`src/rtl/rgb_gain_stage.sv`:
```
// rgb_gain_stage
//   Per-channel white-balance gain on a 24-bit {R,G,B} Avalon-ST video path.
//   Video pixels are multiplied by 8.8 fixed-point gains, rounded and
//   saturated to 8 bits. Headers and non-video packets pass through
//   unmodified. Raw (pre-gain) per-channel sums and a pixel count are
//   accumulated per frame and latched at end of frame for the CPU.
//
// Ports
//   clk, reset                  single clock, synchronous active-high reset
//   s_chipselect/read/write     MM slave strobes
//   s_address[2:0]              0 STATUS, 1..3 GAIN_R/G/B, 4..6 SUM_R/G/B,
//                               7 PIX_COUNT
//   s_writedata[31:0]           write data
//   s_readdata[31:0]            registered read data (1 cycle after read)
//   sink_*                      Avalon-ST input  {R,G,B}, sop, eop
//   source_*                    Avalon-ST output {R,G,B}, sop, eop
//
// Handshake: a word transfers on a rising edge where valid and ready are both
// high. The source holds data/sop/eop/valid stable while valid is high and
// ready is low. sink_ready is the shared pipeline enable
// (~source_valid | source_ready), so sink_ready may drop in the same cycle
// source_ready drops, and no word is lost or duplicated.

module rgb_gain_stage #(
  parameter logic [15:0] GAIN_DEFAULT = 16'h0100,
  parameter int          SUM_W        = 32,
  parameter int          CNT_W        = 20
) (
  input  logic        clk,
  input  logic        reset,
  input  logic        s_chipselect,
  input  logic        s_read,
  input  logic        s_write,
  input  logic [2:0]  s_address,
  input  logic [31:0] s_writedata,
  output logic [31:0] s_readdata,
  input  logic [23:0] sink_data,
  input  logic        sink_valid,
  input  logic        sink_sop,
  input  logic        sink_eop,
  output logic        sink_ready,
  output logic [23:0] source_data,
  output logic        source_valid,
  output logic        source_sop,
  output logic        source_eop,
  input  logic        source_ready
);

  // Programmed registers
  logic [15:0]      r_gain_r, r_gain_g, r_gain_b;
  logic             r_bypass;
  logic             r_stats_valid;
  logic [SUM_W-1:0] r_sum_r, r_sum_g, r_sum_b;
  logic [CNT_W-1:0] r_pix_count;

  // Per-frame working state, captured at each video sop
  logic [15:0]      r_act_gain_r, r_act_gain_g, r_act_gain_b;
  logic             r_act_bypass;
  logic             r_packet_video;
  logic [SUM_W-1:0] r_acc_r, r_acc_g, r_acc_b;
  logic [CNT_W-1:0] r_acc_cnt;

  // Stage 1 registers
  logic             r_s1_valid, r_s1_sop, r_s1_eop, r_s1_gain;
  logic [23:0]      r_s1_data;
  logic [23:0]      r_s1_prod_r, r_s1_prod_g, r_s1_prod_b;

  logic             w_en, w_accept, w_hdr_video, w_video_sop, w_video_px;
  logic             w_latch, w_apply_gain, w_wr, w_rd;
  logic [7:0]       w_r_in, w_g_in, w_b_in;
  logic [SUM_W-1:0] w_acc_r_nxt, w_acc_g_nxt, w_acc_b_nxt;
  logic [CNT_W-1:0] w_acc_cnt_nxt;
  logic [31:0]      w_rdata;
  logic             w_unused_wdata;

  assign w_en       = ~source_valid | source_ready;
  assign sink_ready = w_en;
  assign w_accept   = sink_valid & w_en;

  assign w_r_in = sink_data[23:16];
  assign w_g_in = sink_data[15:8];
  assign w_b_in = sink_data[7:0];

  assign w_hdr_video  = (sink_data[3:0] == 4'h0);
  assign w_video_sop  = w_accept & sink_sop & w_hdr_video;
  assign w_video_px   = w_accept & ~sink_sop & r_packet_video;
  // A video eop latches the stats; a sop+eop video packet latches zeros.
  assign w_latch      = (w_video_sop | w_video_px) & sink_eop;
  assign w_apply_gain = ~sink_sop & r_packet_video & ~r_act_bypass;

  // Accumulator next values include the current word so eop can latch them.
  assign w_acc_r_nxt   = w_video_sop ? '0 : r_acc_r + SUM_W'(w_r_in);
  assign w_acc_g_nxt   = w_video_sop ? '0 : r_acc_g + SUM_W'(w_g_in);
  assign w_acc_b_nxt   = w_video_sop ? '0 : r_acc_b + SUM_W'(w_b_in);
  assign w_acc_cnt_nxt = w_video_sop ? '0 : r_acc_cnt + CNT_W'(1);

  assign w_wr = s_chipselect & s_write;
  assign w_rd = s_chipselect & s_read;
  assign w_unused_wdata = ^s_writedata[31:16];

  // (p + 128) >> 8, clamped to 8 bits
  function automatic logic [7:0] round_sat(input logic [23:0] p);
    logic [15:0] r;
    r = 16'((p + 24'd128) >> 8);
    return (r[15:8] != 8'h00) ? 8'hFF : r[7:0];
  endfunction

  // CPU-programmed registers
  always_ff @(posedge clk) begin
    if (reset) begin
      r_gain_r <= GAIN_DEFAULT;
      r_gain_g <= GAIN_DEFAULT;
      r_gain_b <= GAIN_DEFAULT;
      r_bypass <= 1'b0;
    end else if (w_wr) begin
      case (s_address)
        3'd0:    r_bypass <= s_writedata[1];
        3'd1:    r_gain_r <= s_writedata[15:0];
        3'd2:    r_gain_g <= s_writedata[15:0];
        3'd3:    r_gain_b <= s_writedata[15:0];
        default: ;
      endcase
    end
  end

  // Frame capture, accumulation and stats latching
  always_ff @(posedge clk) begin
    if (reset) begin
      r_act_gain_r   <= GAIN_DEFAULT;
      r_act_gain_g   <= GAIN_DEFAULT;
      r_act_gain_b   <= GAIN_DEFAULT;
      r_act_bypass   <= 1'b0;
      r_packet_video <= 1'b0;
      r_acc_r        <= '0;
      r_acc_g        <= '0;
      r_acc_b        <= '0;
      r_acc_cnt      <= '0;
      r_sum_r        <= '0;
      r_sum_g        <= '0;
      r_sum_b        <= '0;
      r_pix_count    <= '0;
      r_stats_valid  <= 1'b0;
    end else begin
      if (w_accept && sink_sop) r_packet_video <= w_hdr_video;
      if (w_video_sop) begin
        r_act_gain_r <= r_gain_r;
        r_act_gain_g <= r_gain_g;
        r_act_gain_b <= r_gain_b;
        r_act_bypass <= r_bypass;
      end
      if (w_video_sop || w_video_px) begin
        r_acc_r   <= w_acc_r_nxt;
        r_acc_g   <= w_acc_g_nxt;
        r_acc_b   <= w_acc_b_nxt;
        r_acc_cnt <= w_acc_cnt_nxt;
      end
      if (w_latch) begin
        r_sum_r     <= w_acc_r_nxt;
        r_sum_g     <= w_acc_g_nxt;
        r_sum_b     <= w_acc_b_nxt;
        r_pix_count <= w_acc_cnt_nxt;
      end
      // Hardware set beats a simultaneous CPU clear.
      if (w_latch)
        r_stats_valid <= 1'b1;
      else if (w_wr && s_address == 3'd0 && s_writedata[0])
        r_stats_valid <= 1'b0;
    end
  end

  // Stage 1: products and passthrough
  always_ff @(posedge clk) begin
    if (reset) begin
      r_s1_valid  <= 1'b0;
      r_s1_sop    <= 1'b0;
      r_s1_eop    <= 1'b0;
      r_s1_gain   <= 1'b0;
      r_s1_data   <= '0;
      r_s1_prod_r <= '0;
      r_s1_prod_g <= '0;
      r_s1_prod_b <= '0;
    end else if (w_en) begin
      r_s1_valid  <= w_accept;
      r_s1_sop    <= w_accept & sink_sop;
      r_s1_eop    <= w_accept & sink_eop;
      r_s1_gain   <= w_apply_gain;
      r_s1_data   <= sink_data;
      r_s1_prod_r <= 24'(w_r_in) * 24'(r_act_gain_r);
      r_s1_prod_g <= 24'(w_g_in) * 24'(r_act_gain_g);
      r_s1_prod_b <= 24'(w_b_in) * 24'(r_act_gain_b);
    end
  end

  // Stage 2: round/saturate into the source registers
  always_ff @(posedge clk) begin
    if (reset) begin
      source_valid <= 1'b0;
      source_sop   <= 1'b0;
      source_eop   <= 1'b0;
      source_data  <= '0;
    end else if (w_en) begin
      source_valid <= r_s1_valid;
      source_sop   <= r_s1_sop;
      source_eop   <= r_s1_eop;
      source_data  <= r_s1_gain ? {round_sat(r_s1_prod_r), round_sat(r_s1_prod_g),
                                   round_sat(r_s1_prod_b)}
                                : r_s1_data;
    end
  end

  always_comb begin
    w_rdata = '0;
    case (s_address)
      3'd0: w_rdata = {30'd0, r_bypass, r_stats_valid};
      3'd1: w_rdata = {16'd0, r_gain_r};
      3'd2: w_rdata = {16'd0, r_gain_g};
      3'd3: w_rdata = {16'd0, r_gain_b};
      3'd4: w_rdata = 32'(r_sum_r);
      3'd5: w_rdata = 32'(r_sum_g);
      3'd6: w_rdata = 32'(r_sum_b);
      3'd7: w_rdata = 32'(r_pix_count);
      default: w_rdata = '0;
    endcase
  end

  always_ff @(posedge clk) begin
    if (reset)     s_readdata <= '0;
    else if (w_rd) s_readdata <= w_rdata;
  end

endmodule

```
`config.mk`:
```
export PLATFORM = sky130hd
export DESIGN_NAME = rgb_gain_stage
export DESIGN_NICKNAME = d
export VERILOG_FILES = /design/src/rtl/rgb_gain_stage.sv
export SDC_FILE = /design/constraint.sdc
export NUM_CORES = 2
export LEC_CHECK = 0
export ABC_AREA = 1
export BUFFER_PORTS_ARGS = -buffer_cell sky130_fd_sc_hd__clkbuf_2
export CORE_MARGIN = 4
export CORE_UTILIZATION = 35
export CTS_CLUSTER_DIAMETER = 60
export DETAILED_ROUTE_END_ITERATION = 16
export SLEW_MARGIN = 20
export SYNTH_ARGS = -nofsm -noshare
export SYNTH_HDL_FRONTEND = slang
export SYNTH_SLANG_ARGS = --single-unit
```
`constraint.sdc`:
```
create_clock -name clk -period 14.33 [get_ports clk]
set_clock_uncertainty 0.2 [all_clocks]
set_input_delay 0.7165 -clock clk [delete_from_list [all_inputs] [get_ports clk]]
set_output_delay 0.7165 -clock clk [all_outputs]
set_load 0.01 [all_outputs]
```
==> impl_results.md <==
- Die Area: 108000 um2
- Final HPWL DP: 79100 um
- Ys Warns: 0
- Worst path max stage delay: 0.59 ns
- Initial antenna violation count: 15
- Worst setup SP type: flop
- Drt drc: 0
- Critical path arrival: 5.11 ns
- Netlist cell types: 50
- CP max stage cell: dfxtp_1
- Antenna viol nets, final: 0
- Post CTS Setup Buffer Count: 0
- TritonCTS Buffers: 57
- Most frequent cell on the critical path: inv_1
- Ys async rst share: 0%
- Final instance area: 39400 um2
- Final net count: 5771
- CTS tree: built
- FF-to-FF End: r_s1_prod_g[22]
- Routability Congestion: 0.886
- Final Critical Period: 4.83 ns
- RSZ-0062 raised after global routing: no
- Worst setup path class: reg2reg
- Row count: 117
- Share of layout cells above drive strength 1: 4.99%
- Filler cell count: 11100
- Crit path to: r_s1_prod_g[22]
- Share of the synthesized area in the top cell type: 26.0%
- Number of max-cap violations: 0
- Gr usage total: 19.6%
- P_leak: 0.0201 uW
- Drt wl/cell: 15.9 um
- Die X-Extent: 329 um
- First-pass GRT wire length: 172000 um
- Core area: 102000 um2
- Crit path depth: 19
- Via count: 33500
- Top-level I/O count: 128
- Crit-path cells: nand2_1, inv_1, fa_1, fa_1, fa_1, inv_1, fa_1, inv_1, ha_1, nand2_1, inv_1, a21oi_1, nor2_1, o21ai_0, nand3_1, nand2_1, nand3_1, nand2_1, inv_1
- Period utilization: 33.7%
- Skew-Pair Late Insertion Delay: 0.64 ns
- Max Freq: 0.207 GHz
- Register bit count reported by yosys: 470
- Syn Nets: 5863
- Gr ovfl total: 0
- Final setup TNS: 0 ns
- Top FF cell, synth: dfxtp_1
- 1st-iter DRT viols: 2494
- Die height: 329 um
- PD cells: 80.3 nW/um2
- Final Hold Fails: 0
- CTS sink cnt: 470
- Seq/Total Area, Yosys: 26.0%
- Critical Path Start: r_act_gain_g[4]
- Req. time, crit path: 14.61 ns
- Initial Utilization: 35.4%
- Slew @ Worst Pin: 1.03 ns
- Slew HR: 31.6%
- Reg clk slew, reported paths: 0.07 ns
- Drt pass-1 iters: 5
- Cell type with the largest total area after synthesis: dfxtp_1
- Worst Reg-to-Reg Cells: 19
- Cts hold-fix bufs: 0
- Mean Syn Cell Area: 6.70 um2
- CP bufs+invs: 5
- Post-Synthesis Cells: 5392
- Detail-routed via count per cell: 4.98
- Root Driver: clkbuf_16
- Worst r2r src: r_act_gain_g[4]
- Largest net degree at the start of global routing: 197
- Htree depth: 2
- Max-slew violations: 0
- HP Class: in2reg
- Non-filler cells, final: 6723
- CP Max Fanout: 9
- Most common cell in the netlist: nand2_1
- Max clock buf depth: 3
- Gates resized, CTS repair: 0
- Vias in the first global route: 31800
- Post-Route WL: 107000 um
- CP delay by family, top: adder cells
- Post-synth top cells: 1255 x nand2_1, 1033 x inv_1, 474 x a21oi_1, 470 x dfxtp_1, 412 x o21ai_0
- Crit. End Element: flop
- Status: completed
- Synth area leaders: dfxtp_1 26%, fa_1 14%, nand2_1 13%
- Area growth from synthesis to layout: 8.99%
- Port bufs: 111
- Hold Slack: 0.150 ns
- Peak supply drop: 0.000104 V
- Placed Cells: 6609
- Worst reg2reg setup slack: 9.50 ns
- Final setup vio count: 0
- Cell area after placement: 37400 um2
- Mapped Area: 36100 um2
- Post-synth EDFFs: 0
[cell usage in the layout, fill, tap and decap left out, types with 10 or more instances in the layout]
master / instances
a22oi_1: 12
o21ai_0: 412
ha_1: 151
o22ai_1: 10
buf_4: 19
a21oi_1: 474
a21o_1: 16
nand3_1: 330
clkbuf_2: 110
o211ai_1: 17
o21bai_1: 41
nand2_1: 1254
nor3_1: 55
clkbuf_16: 58
xor2_1: 30
or2_2: 14
and2_1: 10
nand4_1: 106
inv_1: 1030
nor2_1: 337
fa_1: 252
dfxtp_1: 470
[cell families (layout without fill, tap and decap cells)]
group | Yosys count | after routing | share of synthesized area (%)
xor gates and xnor gates | 38 | 38 | 0.921
buffers and inverters | 1318 | 1272 | 13.9
and+or+nand+nor | 2142 | 2142 | 24.9
AOI/OAI and AO/OA | 1021 | 1021 | 15.1
DFF | 470 | 470 | 26.0
adders and majority gates | 403 | 403 | 19.2
other | 0 | 9 | 0
[worst min-delay path, stage by stage]
cell and delay (ns):
clkbuf_2 0.12, nand2_1 0.06, o211ai_1 0.07
[through the flow]
step           util (%)  power, uW  worst slack (ns)
3_3_place_gp       36.6       1710              8.91
5_1_grt            38.5       3300              9.12
3_5_place_dp       36.6       1710              8.90
4_1_cts            38.5       3200              9.49
2_1_floorplan         -       1610              9.34
6_report           38.5       3160              9.50
[layer usage]
metal	part of all wire [%]	global-route usage (%)	up-vias
met4	2.6	5.01	8
met1	47	27.3	15800
met3	6.6	3.73	139
met5	0.051	0	-
met2	44	31.3	806
li1	-	-	16700
[area by class of cell]
class                   count  area (um2)  area share (%)
repair buffers            129         693            1.76
diodes                      9        22.5          0.0572
multi-input cells        3604       21700            55.1
clock inverters            30         335           0.851
clock buffers              75        1610            4.08
inverters                1038        3910            9.93
well taps                1368        1710            4.35
flip-flops and latches    470        9410            23.9
[registers in the layout, indices dropped and copies added, names as in the netlist, 16 cells and up]
register	cells
r_acc_b	32
r_sum_r	32
r_acc_r	32
r_gain_g	16
r_acc_cnt	20
r_acc_g	32
r_s1_data	24
r_s1_prod_g	17
r_act_gain_r	16
r_gain_r	16
r_pix_count	20
r_sum_b	32
r_s1_prod_r	17
r_sum_g	32
r_act_gain_b	16
r_gain_b	16
source_data	24
r_act_gain_g	16
r_s1_prod_b	17
s_readdata	32
[power by group]
part | leakage, uW | switching [uW] | internal, uW
combinational | 0.0154 | 220 | 96.1
sequential | 0.00381 | 30.2 | 1340
clock | 0.000938 | 625 | 854
total | 0.0201 | 874 | 2290
[worst min-delay path by stage]
stage | start | end | cells past startpoint
6_report | s_writedata[8] | r_gain_r[8] | 3
5_1_grt | s_writedata[15] | r_gain_r[15] | 3
4_1_cts | s_writedata[15] | r_gain_r[15] | 3
3_5_place_dp | r_s1_data[21] | r_s1_data[21] | 2
3_3_place_gp | r_sum_b[4] | r_sum_b[4] | 2
2_1_floorplan | r_sum_b[4] | r_sum_b[4] | 2
Note: power is estimated with default switching activity, not from simulation.
